==> src/rtl/angle_search_pkg.sv <==
// Shared types and sizing helpers for the angle-search sequencer and its grid counter.
package angle_search_pkg;

  typedef enum logic [2:0] {
    IDLE,
    LOAD,
    SWEEP,
    WAIT_SORT,
    DONE
  } state_e;

  // Points per candidate: (2R+1) per axis, three axes.
  function automatic int grid_points(input int r);
    return (2 * r + 1) ** 3;
  endfunction

  // Index width that never collapses to zero bits for single-entry ranges.
  function automatic int width_of(input int n);
    return (n > 1) ? $clog2(n) : 1;
  endfunction

  // Candidate field offsets inside one {theta, phi, alpha} entry.
  function automatic int theta_lsb(input int aw);
    return 2 * aw;
  endfunction

  function automatic int phi_lsb(input int aw);
    return aw;
  endfunction

  function automatic int alpha_lsb(input int aw);
    return 0 * aw;
  endfunction

endpackage

==> src/rtl/grid_offset_counter.sv <==
// Three nested -R..R axis counters (alpha innermost) with a linear point index.
// The k_*_o outputs give the offsets that take effect at the next clock edge.
module grid_offset_counter
  import angle_search_pkg::*;
#(
  parameter int R  = 2,
  parameter int KW = $clog2(R + 1) + 1,
  parameter int PW = width_of(grid_points(R))
) (
  input  logic                 clk,
  input  logic                 rst_n,
  input  logic                 clr_i,
  input  logic                 adv_i,
  output logic signed [KW-1:0] k_theta_o,
  output logic signed [KW-1:0] k_phi_o,
  output logic signed [KW-1:0] k_alpha_o,
  output logic [PW-1:0]        idx_o,
  output logic                 wrap_o,
  output logic                 wrap_nxt_o
);

  localparam int                      P        = grid_points(R);
  localparam logic signed [KW-1:0]    KMIN     = KW'(-R);
  localparam logic signed [KW-1:0]    KMAX     = KW'(R);
  localparam logic [PW-1:0]           IDX_LAST = PW'(P - 1);

  logic signed [KW-1:0] kt_q, kt_d, kp_q, kp_d, ka_q, ka_d;
  logic [PW-1:0]        idx_q, idx_d;
  logic                 wrap_q, wrap_d;

  always_comb begin
    // NOTE: every variable gets a default before any branch so no path leaves it unassigned (no latch).
    kt_d  = kt_q;
    kp_d  = kp_q;
    ka_d  = ka_q;
    idx_d = idx_q;
    if (clr_i) begin
      kt_d  = KMIN;
      kp_d  = KMIN;
      ka_d  = KMIN;
      idx_d = '0;
    end else if (adv_i) begin
      idx_d = (idx_q == IDX_LAST) ? '0 : idx_q + 1'b1;
      if (ka_q != KMAX) begin
        ka_d = ka_q + KW'(1);
      end else begin
        ka_d = KMIN;
        if (kp_q != KMAX) begin
          kp_d = kp_q + KW'(1);
        end else begin
          kp_d = KMIN;
          kt_d = (kt_q != KMAX) ? kt_q + KW'(1) : KMIN;
        end
      end
    end
    wrap_d = (idx_d == IDX_LAST);
  end

  always_ff @(posedge clk or negedge rst_n) begin
    if (!rst_n) begin
      kt_q   <= '0;
      kp_q   <= '0;
      ka_q   <= '0;
      idx_q  <= '0;
      wrap_q <= 1'b0;
    end else begin
      kt_q   <= kt_d;
      kp_q   <= kp_d;
      ka_q   <= ka_d;
      idx_q  <= idx_d;
      wrap_q <= wrap_d;
    end
  end

  assign k_theta_o  = kt_d;
  assign k_phi_o    = kp_d;
  assign k_alpha_o  = ka_d;
  assign idx_o      = idx_q;
  assign wrap_o     = wrap_q;
  assign wrap_nxt_o = wrap_d;

endmodule

==> src/rtl/angle_search_sequencer.sv <==
// Coarse-to-fine angle-search sequencer: sweeps a (2R+1)^3 grid around each candidate,
// halving the step each stage, with valid/ready output and a done pulse.
module angle_search_sequencer
  import angle_search_pkg::*;
#(
  parameter int N_CAND  = 10,
  parameter int AW      = 12,
  parameter int N_STAGE = 3,
  parameter int R       = 2,
  parameter int DELTA0  = 64,
  localparam int P      = grid_points(R),
  localparam int CW     = width_of(N_CAND),
  localparam int PW     = width_of(P),
  localparam int SW     = $clog2(N_STAGE) + 1
) (
  input  logic                     clk,
  input  logic                     rst,
  input  logic                     start,
  input  logic                     sorted_rdy,
  input  logic [N_CAND*3*AW-1:0]   candidate_angle_buffer,
  input  logic                     angle_ready,
  output logic [AW-1:0]            theta,
  output logic [AW-1:0]            phi,
  output logic [AW-1:0]            alpha,
  output logic                     angle_valid,
  output logic [PW-1:0]            score_alpha_num,
  output logic [CW-1:0]            compare_num,
  output logic [SW-1:0]            stage,
  output logic                     stage_trigger,
  output logic                     if_last_angle,
  output logic                     if_final_angle,
  output logic                     busy,
  output logic                     done
);

  localparam int             KW         = $clog2(R + 1) + 1;
  localparam int             MW         = AW + $clog2(R) + 1;
  localparam int             BW         = N_CAND * 3 * AW;
  localparam int             TH_LSB     = theta_lsb(AW);
  localparam int             PH_LSB     = phi_lsb(AW);
  localparam int             AL_LSB     = alpha_lsb(AW);
  localparam logic [AW-1:0]  DELTA_INIT = AW'((DELTA0 > 0) ? DELTA0 : 1);
  localparam logic [CW-1:0]  LAST_CAND  = CW'(N_CAND - 1);
  localparam logic [SW-1:0]  LAST_STAGE = SW'(N_STAGE - 1);

  state_e               state_q, state_d;
  logic                 start_q, armed_q;
  logic [BW-1:0]        buf_q, buf_d;
  logic [AW-1:0]        delta_q, delta_d;
  logic [SW-1:0]        stage_q, stage_d;
  logic [CW-1:0]        cand_q, cand_d;
  logic [AW-1:0]        theta_q, theta_d, phi_q, phi_d, alpha_q, alpha_d;
  logic                 valid_q, valid_d, trig_q, trig_d, final_q, final_d;
  logic                 busy_q, busy_d, done_q, done_d;
  logic                 cnt_clr, cnt_adv, upd, hs, launch;
  logic [3*AW-1:0]      centre;
  logic signed [KW-1:0] kt_nxt, kp_nxt, ka_nxt;
  logic [PW-1:0]        idx;
  logic                 last, last_nxt;

  // Offset k*delta reduced modulo 2^AW; negative k wraps naturally.
  function automatic logic [AW-1:0] scaled(input logic signed [KW-1:0] k,
                                           input logic [AW-1:0] d);
    logic signed [MW-1:0] p;
    p = MW'(k) * signed'(MW'(d));
    return p[AW-1:0];
  endfunction

  grid_offset_counter #(
    .R (R),
    .KW(KW),
    .PW(PW)
  ) u_grid (
    .clk       (clk),
    .rst_n     (rst),
    .clr_i     (cnt_clr),
    .adv_i     (cnt_adv),
    .k_theta_o (kt_nxt),
    .k_phi_o   (kp_nxt),
    .k_alpha_o (ka_nxt),
    .idx_o     (idx),
    .wrap_o    (last),
    .wrap_nxt_o(last_nxt)
  );

  assign hs = valid_q & angle_ready;
  // A start held high across reset release must drop before it can launch again.
  assign launch = start & ~start_q & armed_q;

  always_comb begin
    state_d = state_q;
    buf_d   = buf_q;
    delta_d = delta_q;
    stage_d = stage_q;
    cand_d  = cand_q;
    theta_d = theta_q;
    phi_d   = phi_q;
    alpha_d = alpha_q;
    valid_d = valid_q;
    final_d = final_q;
    busy_d  = busy_q;
    trig_d  = 1'b0;
    done_d  = 1'b0;
    cnt_clr = 1'b0;
    cnt_adv = 1'b0;
    upd     = 1'b0;
    centre  = '0;
    unique case (state_q)
      IDLE: begin
        if (launch) begin
          buf_d   = candidate_angle_buffer;
          stage_d = '0;
          delta_d = DELTA_INIT;
          trig_d  = 1'b1;
          busy_d  = 1'b1;
          state_d = LOAD;
        end
      end
      LOAD: begin
        cnt_clr = 1'b1;
        cand_d  = '0;
        valid_d = 1'b1;
        upd     = 1'b1;
        state_d = SWEEP;
      end
      SWEEP: begin
        if (hs) begin
          if (final_q) begin
            cnt_clr = 1'b1;
            cand_d  = '0;
            valid_d = 1'b0;
            final_d = 1'b0;
            if (stage_q == LAST_STAGE) begin
              done_d  = 1'b1;
              state_d = DONE;
            end else begin
              state_d = WAIT_SORT;
            end
          end else begin
            cnt_adv = 1'b1;
            if (last) cand_d = cand_q + 1'b1;
            upd = 1'b1;
          end
        end
      end
      WAIT_SORT: begin
        if (sorted_rdy) begin
          buf_d   = candidate_angle_buffer;
          stage_d = stage_q + 1'b1;
          delta_d = (delta_q > AW'(1)) ? (delta_q >> 1) : AW'(1);
          trig_d  = 1'b1;
          state_d = LOAD;
        end
      end
      DONE: begin
        busy_d  = 1'b0;
        state_d = IDLE;
      end
      default: state_d = IDLE;
    endcase
    if (upd) begin
      centre  = buf_q[cand_d * (3 * AW) +: 3 * AW];
      theta_d = centre[TH_LSB +: AW] + scaled(kt_nxt, delta_q);
      phi_d   = centre[PH_LSB +: AW] + scaled(kp_nxt, delta_q);
      alpha_d = centre[AL_LSB +: AW] + scaled(ka_nxt, delta_q);
      final_d = last_nxt & (cand_d == LAST_CAND);
    end
  end

  // NOTE: the candidate buffer is a plain register bank, so it is reset with everything else.
  always_ff @(posedge clk or negedge rst) begin
    if (!rst) begin
      state_q <= IDLE;
      start_q <= 1'b0;
      armed_q <= 1'b0;
      buf_q   <= '0;
      delta_q <= '0;
      stage_q <= '0;
      cand_q  <= '0;
      theta_q <= '0;
      phi_q   <= '0;
      alpha_q <= '0;
      valid_q <= 1'b0;
      trig_q  <= 1'b0;
      final_q <= 1'b0;
      busy_q  <= 1'b0;
      done_q  <= 1'b0;
    end else begin
      // NOTE: non-blocking updates so every register samples pre-edge values.
      state_q <= state_d;
      start_q <= start;
      armed_q <= armed_q | ~start;
      buf_q   <= buf_d;
      delta_q <= delta_d;
      stage_q <= stage_d;
      cand_q  <= cand_d;
      theta_q <= theta_d;
      phi_q   <= phi_d;
      alpha_q <= alpha_d;
      valid_q <= valid_d;
      trig_q  <= trig_d;
      final_q <= final_d;
      busy_q  <= busy_d;
      done_q  <= done_d;
    end
  end

  assign theta           = theta_q;
  assign phi             = phi_q;
  assign alpha           = alpha_q;
  assign angle_valid     = valid_q;
  assign score_alpha_num = idx;
  assign compare_num     = cand_q;
  assign stage           = stage_q;
  assign stage_trigger   = trig_q;
  assign if_last_angle   = last;
  assign if_final_angle  = final_q;
  assign busy            = busy_q;
  assign done            = done_q;

endmodule

==> config.mk <==
export PLATFORM = sky130hd
export DESIGN_NAME = angle_search_sequencer
export DESIGN_NICKNAME = d
export VERILOG_FILES = /design/src/rtl/angle_search_pkg.sv /design/src/rtl/grid_offset_counter.sv /design/src/rtl/angle_search_sequencer.sv
export SDC_FILE = /design/constraint.sdc
export NUM_CORES = 1
export LEC_CHECK = 0
export CORE_ASPECT_RATIO = 1.2
export CORE_MARGIN = 3
export CORE_UTILIZATION = 45
export DETAILED_ROUTE_END_ITERATION = 8
export DONT_BUFFER_PORTS = 1
export GPL_TIMING_DRIVEN = 0
export PLACE_DENSITY = 0.71
export SYNTH_ARGS = -nofsm -noshare
export SYNTH_HDL_FRONTEND = slang
export SYNTH_SLANG_ARGS = --single-unit
==> constraint.sdc <==
create_clock -name clk -period 8.5 [get_ports clk]
set_input_delay 0.425 -clock clk [delete_from_list [all_inputs] [get_ports clk]]
set_output_delay 0.425 -clock clk [all_outputs]
set_load 0.01 [all_outputs]
==> impl_metrics.toml, run 1 <==
[outcome]
run_status = "finished, violations left"
violations = "hold timing"

[placement]
io_buffers = 0
finalWeightedCongestion = 0.913
dp_worst_setup_slack_ns = 0.766
dp_hpwl_microns = 60200
dp.cells = 2652

[cts]
cts-htree-levels = 2
cts.root.buffer_cell = "clkbuf_16"
cts.sink_count = 437
cts_tree = "done"
post-cts-setup-buffers = 0
source_to_sink_clock_delay_at_the_later_pin_of_the_worst_skew_pair_ns = 0.62
clock_path_buffers = 3
cts_hold_repair.buffers = 362
cts.reportedPaths.clkPinSlew_ns = 0.06
cts_made_buffers = 47

[synth]
synthCells = 2014
synth_sequential_area_ratio_pct = 48.1
post_synth_instance_area_sq_um = 22700
synthesis.yosys.warnings = 0
synth_top_area_share_pct = 48.1
mappedNetlistNets = 2504
synth.cells.most_frequent = "437 x dfrtp_1, 360 x mux2_2, 289 x nand2_1, 101 x clkbuf_1, 83 x ha_1"
number_of_enable_flip_flop_cells_after_synthesis = 0
synth-async-reset-ratio_pct = 100
synthFlopType = "dfrtp_1"
synth.avg_cell_area_sq_um = 11.3
post-synth-top-count-cell = "dfrtp_1"
yosys-top-cells-area = "dfrtp_1 48%, mux2_2 18%, nand2_1 4.8%"
yosys.area.top_type = "dfrtp_1"
synth-seq-cells = 437
synth_cell_type_count = 59

[sta]
setup_repair_after_global_routing_missed_its_margin = "no"
clock_tree_skew_after_final_layout_ns = 0.0374
final_hold_viol_count = 437
timing.slew.headroom_pct = 21.8
maxSlewViolCount = 0
timing.final.setup_violations = 0
fin_tns_setup_ns = 0
timing.final.crit_share_pct = 91.0
layout_setup_ws_ns = 0.763
timing_worst_slew_pin_value_ns = 1.17
fin_crit_ns = 7.74
holdWs_ns = -0.463
max_clock_freq_mhz = 129

[routing]
ant_nets = 0
first_iter_violations = 1654
wl_per_cell_microns = 27.6
highest_layer = "met5"
sum_of_routed_wire_length_over_all_layers_microns = 86200
drt_pre_antenna_iters = 6
route.vias.total = 18400
met1_layer_wirelength_in_the_final_routing_microns = 32400
detail_route.drc_violations = 0
detail_route.vias_per_cell = 5.89
met3_wirelength_microns = 5840
wl_met2_microns = 42000

[layout]
nets = 2915
post_route_cells_drive_above_1_share_pct = 19.1
final_cells = 3125
area_delta_synth_final_pct = 26.9
fin_util_pct = 58.2

[floorplanning]
area_of_the_die_sq_um = 53300
io_pins = 421
core_area_sq_um = 49600
fp-row-count = 89
fp.dieW_microns = 211
die_h_microns = 252
floorplan.initialDensity_pct = 45.9

[critical_path]
worst-path-max-fanout = 10
worst_ep_required_time_ns = 9.00
timing.critical_path.arrival_ns = 8.24
crit_path_end_kind = "register"
worst-setup-path-type = "register to register"
critPathSlowestCell = "a311oi_1"
critical_path.max_stage_delay_ns = 0.90
critPathLaunchType = "register"
crit_chain = "clkbuf_1 > nand4b_1 > nor3_1 > o21ai_1 > inv_1 > buf_2 > buf_1 > clkbuf_1 > nand2_1 > a311oi_1 > a31oi_1 > o22ai_1 > fa_1 > ha_1 > ha_1 > a21o_1 > a21oi_1 > o21ai_0 > and2_1 > o41a_1 > a31o_2 > a21o_1 > a31oi_1"

[grt]
grt-ovfl-total = 0
grt_max_degree = 438
grt_antenna_before_repair = 25
grt_first_pass_wirelength_microns = 124000
number_of_global_route_vias_before_repair = 19600
gr_usage_total_pct = 31.6

[pwr]
total_power_uw = 12400
vdd_ir_drop_max_uv = 309
power-per-cell-area_nw_per_um2 = 428
leakagePower_uw = 0.0127

[flow_run]
drv.max_cap_violation_count = 0

[min_path]
hold_path.class = "primary input to asynchronous set/reset pin"
-- flip-flops by register name (all words and copies together) (netlist names), 3 cells and up --
register and count:
alpha 12, buf_q 360, compare_num 4, delta_q 7, phi 12, stage 3, state_q 3, theta 12
u_grid.idx_o 7, u_grid.ka_q 3, u_grid.kp_q 3, u_grid.kt_q 3
-- cells by family (layout without fill, tap and decap cells) --
kind of cell | count (synthesis) | in the layout | synth area share [%]
AND/OR/NAND/NOR | 556 | 556 | 11.1
flip-flops | 437 | 437 | 48.1
multiplexers | 435 | 435 | 21.1
AO/OA/AOI/OAI | 240 | 240 | 7.03
buffers and inverters | 191 | 637 | 3.21
adder cells (fa/ha/maj) | 125 | 125 | 8.27
XOR/XNOR | 30 | 30 | 1.16
other | 0 | 28 | 0
-- layout by cell type, fill, tap and decap left out, types with 11 or more instances in the layout --
cell / synthesis / layout
dfrtp_1: 437 / 437
dlygate4sd3_1: 0 / 362
mux2_2: 360 / 360
nand2_1: 289 / 289
clkbuf_1: 101 / 106
ha_1: 83 / 83
nand3_1: 78 / 78
mux2i_1: 75 / 75
inv_1: 71 / 71
nor2_1: 68 / 68
clkbuf_16: 0 / 47
o22ai_1: 46 / 46
a21oi_1: 43 / 43
fa_1: 42 / 42
and2_1: 38 / 38
a31oi_1: 38 / 38
o21ai_0: 32 / 31
diode_2: 0 / 28
and3_1: 21 / 21
xnor2_1: 16 / 16
nor3_1: 15 / 15
a311oi_1: 16 / 15
xor2_1: 14 / 14
buf_2: 11 / 11
-- final timing paths --
check                                       start                     end  slack, ns  cells after the start
max                        state_q[2]$_DFFE_PN0P_     phi[11]$_DFFE_PN0P_       0.76                     23
max in group asynchronous                     rst   buf_q[82]$_DFFE_PN0P_       8.19                      0
max reg2reg                state_q[2]$_DFFE_PN0P_     phi[11]$_DFFE_PN0P_       0.76                     23
min in group clk                       sorted_rdy  state_q[1]$_DFFE_PN0P_       0.07                      3
min reg2reg                     armed_q$_DFF_PN0_       armed_q$_DFF_PN0_       0.47                      1
min                                           rst    theta[1]$_DFFE_PN0P_      -0.46                      0
-- final cells by class --
| class | count | area (sq um) |
|---|---|---|
| Antenna cell | 28 | 70.1 |
| Timing Repair Buffer | 363 | 3630 |
| Inverter | 72 | 270 |
| Multi-Input combinational cell | 1386 | 11100 |
| Sequential cell | 437 | 10900 |
| Clock buffer | 62 | 1320 |
| Buffer | 118 | 457 |
| Clock inverter | 22 | 288 |
| Tap cell | 637 | 797 |
| Fill cell | 3814 | 20700 |
-- metrics by stage --
stage          area, sq um  hold slack, ns
6_report             28800          -0.463
5_1_grt              28800          -0.494
4_1_cts              28800          -0.488
3_5_place_dp         23500           0.148
3_3_place_gp         23500           0.147
2_1_floorplan        22700           0.129
-- where the power goes --
group	switching [uW]	total (uW)	internal (uW)
logic	3390	6300	2920
clock network	935	2190	1260
registers	732	3860	3130
-- critical path, delay by kind of cell, from the launching register on --
family                     cells  cell delay, ns
DFF                            1            0.40
adders and majority gates      3            1.05
AOI/OAI and AO/OA             11            3.30
and+or+nand+nor                4            1.20
buffers and inverters          5            1.72
-- per-layer routing --
metal  vias to the layer above  GRT usage (%)
li1                       7917              -
met1                      9349           37.1
met2                       887           52.9
met3                       260           6.90
met4                         2           19.8
met5                         -              0
-- what timing repair did --
item / in CTS / in global routing
hold endpoints to repair: 800 / 437
resized for setup: 0 / 1
setup endpoints to repair: 0 / 1
Note: power is estimated with default switching activity, not from simulation.
==> inputs of run 2 (changes only) <==
- CORE_MARGIN: 3 -> 1.5
==> run 2 against run 1 <==
Against the previous run: the flow finishes with violations (hold timing, slew limit); sequential power hardly changed; total power is 1.2% lower; non-clock buffer count stayed put; wire length is 0.61% lower; cell area is 0.55% lower; critical path type unchanged; critical endpoint is now theta[10]$_DFFE_PN0P_; largest cell class unchanged; highest routed layer unchanged.
==> impl_metrics.toml, run 2 (synthesis results as in run 1) <==
[routing]
first_iter_violations = 1473
drt_pre_antenna_iters = 7
detail_route.vias_per_cell = 5.93
ant_nets = 0
detail_route.drc_violations = 0
sum_of_routed_wire_length_over_all_layers_microns = 85700
route.vias.total = 18500
wl_per_cell_microns = 27.5

[placement]
io_buffers = 0
dp_hpwl_microns = 60100
finalWeightedCongestion = 0.916
dp.cells = 2658
dp_worst_setup_slack_ns = 0.766

[layout]
area_delta_synth_final_pct = 26.2
registers.top_by_ff_count = "buf_q"
largest_register_ffs = 360
fin_util_pct = 57.3
layout.cells.most_common_list = "437 x dfrtp_1, 362 x dlygate4sd3_1, 360 x mux2_2, 289 x nand2_1, 111 x clkbuf_1"
final_cells = 3121
most_common_library_cell_in_the_layout_ignoring_fill_and_taps = "dfrtp_1"
nets = 2914
post_route_cells_drive_above_1_share_pct = 18.8

[pwr]
power-per-cell-area_nw_per_um2 = 425
vdd_ir_drop_max_uv = 268
total_power_uw = 12200
leakagePower_uw = 0.0126

[critical_path]
cpMostUsedCell = "inv_1"
crit_start = "state_q[2]$_DFFE_PN0P_"
worst_r2r_startpoint = "state_q[2]$_DFFE_PN0P_"
worst_ep_required_time_ns = 9.02
critical_path.max_stage_delay_ns = 0.96
r2r-end = "theta[10]$_DFFE_PN0P_"
setup.reg_to_reg.worst_slack_ns = 0.46
critPathLaunchType = "register"
crit_path_end_kind = "register"
critPathSlowestCell = "a311oi_1"
timing.critical_path.to = "theta[10]$_DFFE_PN0P_"
timing.critical_path.arrival_ns = 8.56
timing.reg2reg.worst_path_depth = 27
worst-setup-path-type = "register to register"
worst-path-max-fanout = 10

[cts]
cts_hold_repair.buffers = 362
post_cts.resized_instances = 0
cts-htree-levels = 2
clock_path_buffers = 3
source_to_sink_clock_delay_at_the_later_pin_of_the_worst_skew_pair_ns = 0.63
cts.root.buffer_cell = "clkbuf_16"
cts_tree = "done"
cts.reportedPaths.clkPinSlew_ns = 0.07
post-cts-setup-buffers = 0
cts.sink_count = 437
cts_made_buffers = 46

[floorplanning]
die_h_microns = 249
fp.dieW_microns = 208
fp-row-count = 90
io_pins = 421
area_of_the_die_sq_um = 51900
core_area_sq_um = 50100
floorplan.initialDensity_pct = 45.4

[flow_run]
drv.max_cap_violation_count = 0

[sta]
fin_crit_ns = 8.04
timing.final.setup_violations = 0
fin_tns_setup_ns = 0
holdWs_ns = -0.482
max_clock_freq_mhz = 124
layout_setup_ws_ns = 0.462
setup_repair_after_global_routing_missed_its_margin = "no"
final_hold_viol_count = 437
maxSlewViolCount = 134
timing.slew.headroom_pct = -17.6
clock_tree_skew_after_final_layout_ns = 0.0291
timing.final.crit_share_pct = 94.6
timing_worst_slew_pin_value_ns = 1.76

[outcome]
run_status = "finished, violations left"
violations = "hold timing, slew limit"

[grt]
number_of_global_route_vias_before_repair = 20100
gr_usage_total_pct = 32.8
grt_antenna_before_repair = 24
grt_first_pass_wirelength_microns = 126000
grt_max_degree = 438
grt-ovfl-total = 0

[min_path]
hold_path.class = "primary input to asynchronous set/reset pin"
==> run 2: how the worst min path moves through the flow <==
stage,endpoint,slack (ns),cells after the start
finish,theta[2]$_DFFE_PN0P_,-0.48,0
global route,phi[0]$_DFFE_PN0P_,-0.50,0
CTS,phi[1]$_DFFE_PN0P_,-0.50,0
detailed placement,phi[0]$_DFFE_PN0P_,0.15,0
global placement,theta[1]$_DFFE_PN0P_,0.15,0
floorplan,alpha[0]$_DFFE_PN0P_,0.13,0
==> run 2: report_power, final <==
group          internal [uW]  leakage, uW  switching [uW]
Sequential              3130      0.00517             731
Clock                   1120     0.000719             923
Combinational           2930      0.00670            3370
Total                   7180       0.0126            5020
==> run 2: worst max-delay path: cells and delay by family, from the launching register on <==
kind / cells / cell delay (ns)
compound gates: 9 / 2.82
buf+inv: 8 / 1.94
simple gates: 6 / 1.53
fa+ha+maj: 4 / 1.24
flops: 1 / 0.40
==> run 2: through the flow <==
step / cell area (sq um) / hold WS [ns]
3_3_place_gp: 23500 / 0.145
2_1_floorplan: 22700 / 0.129
6_report: 28700 / -0.482
4_1_cts: 28600 / -0.498
5_1_grt: 28700 / -0.502
3_5_place_dp: 23500 / 0.146
==> run 2: layer usage <==
| layer | up-vias | routed length [microns] | track usage, % |
|---|---|---|---|
| li1 | 7898 | - | - |
| met1 | 9347 | 31500 | 36.7 |
| met2 | 960 | 42100 | 55.6 |
| met3 | 305 | 6130 | 7.70 |
| met4 | 8 | 5880 | 22.0 |
| met5 | - | 58 | 0 |
==> run 2: final cells by class <==
class | instances | area [sq um]
fillers | 3941 | 21400
well taps | 644 | 806
multi-input cells | 1386 | 11100
flip-flops and latches | 437 | 10900
plain buffers | 119 | 460
clock inverters | 15 | 154
clock buffers | 66 | 1330
diodes | 20 | 50.0
repair buffers | 362 | 3620
inverters | 72 | 270
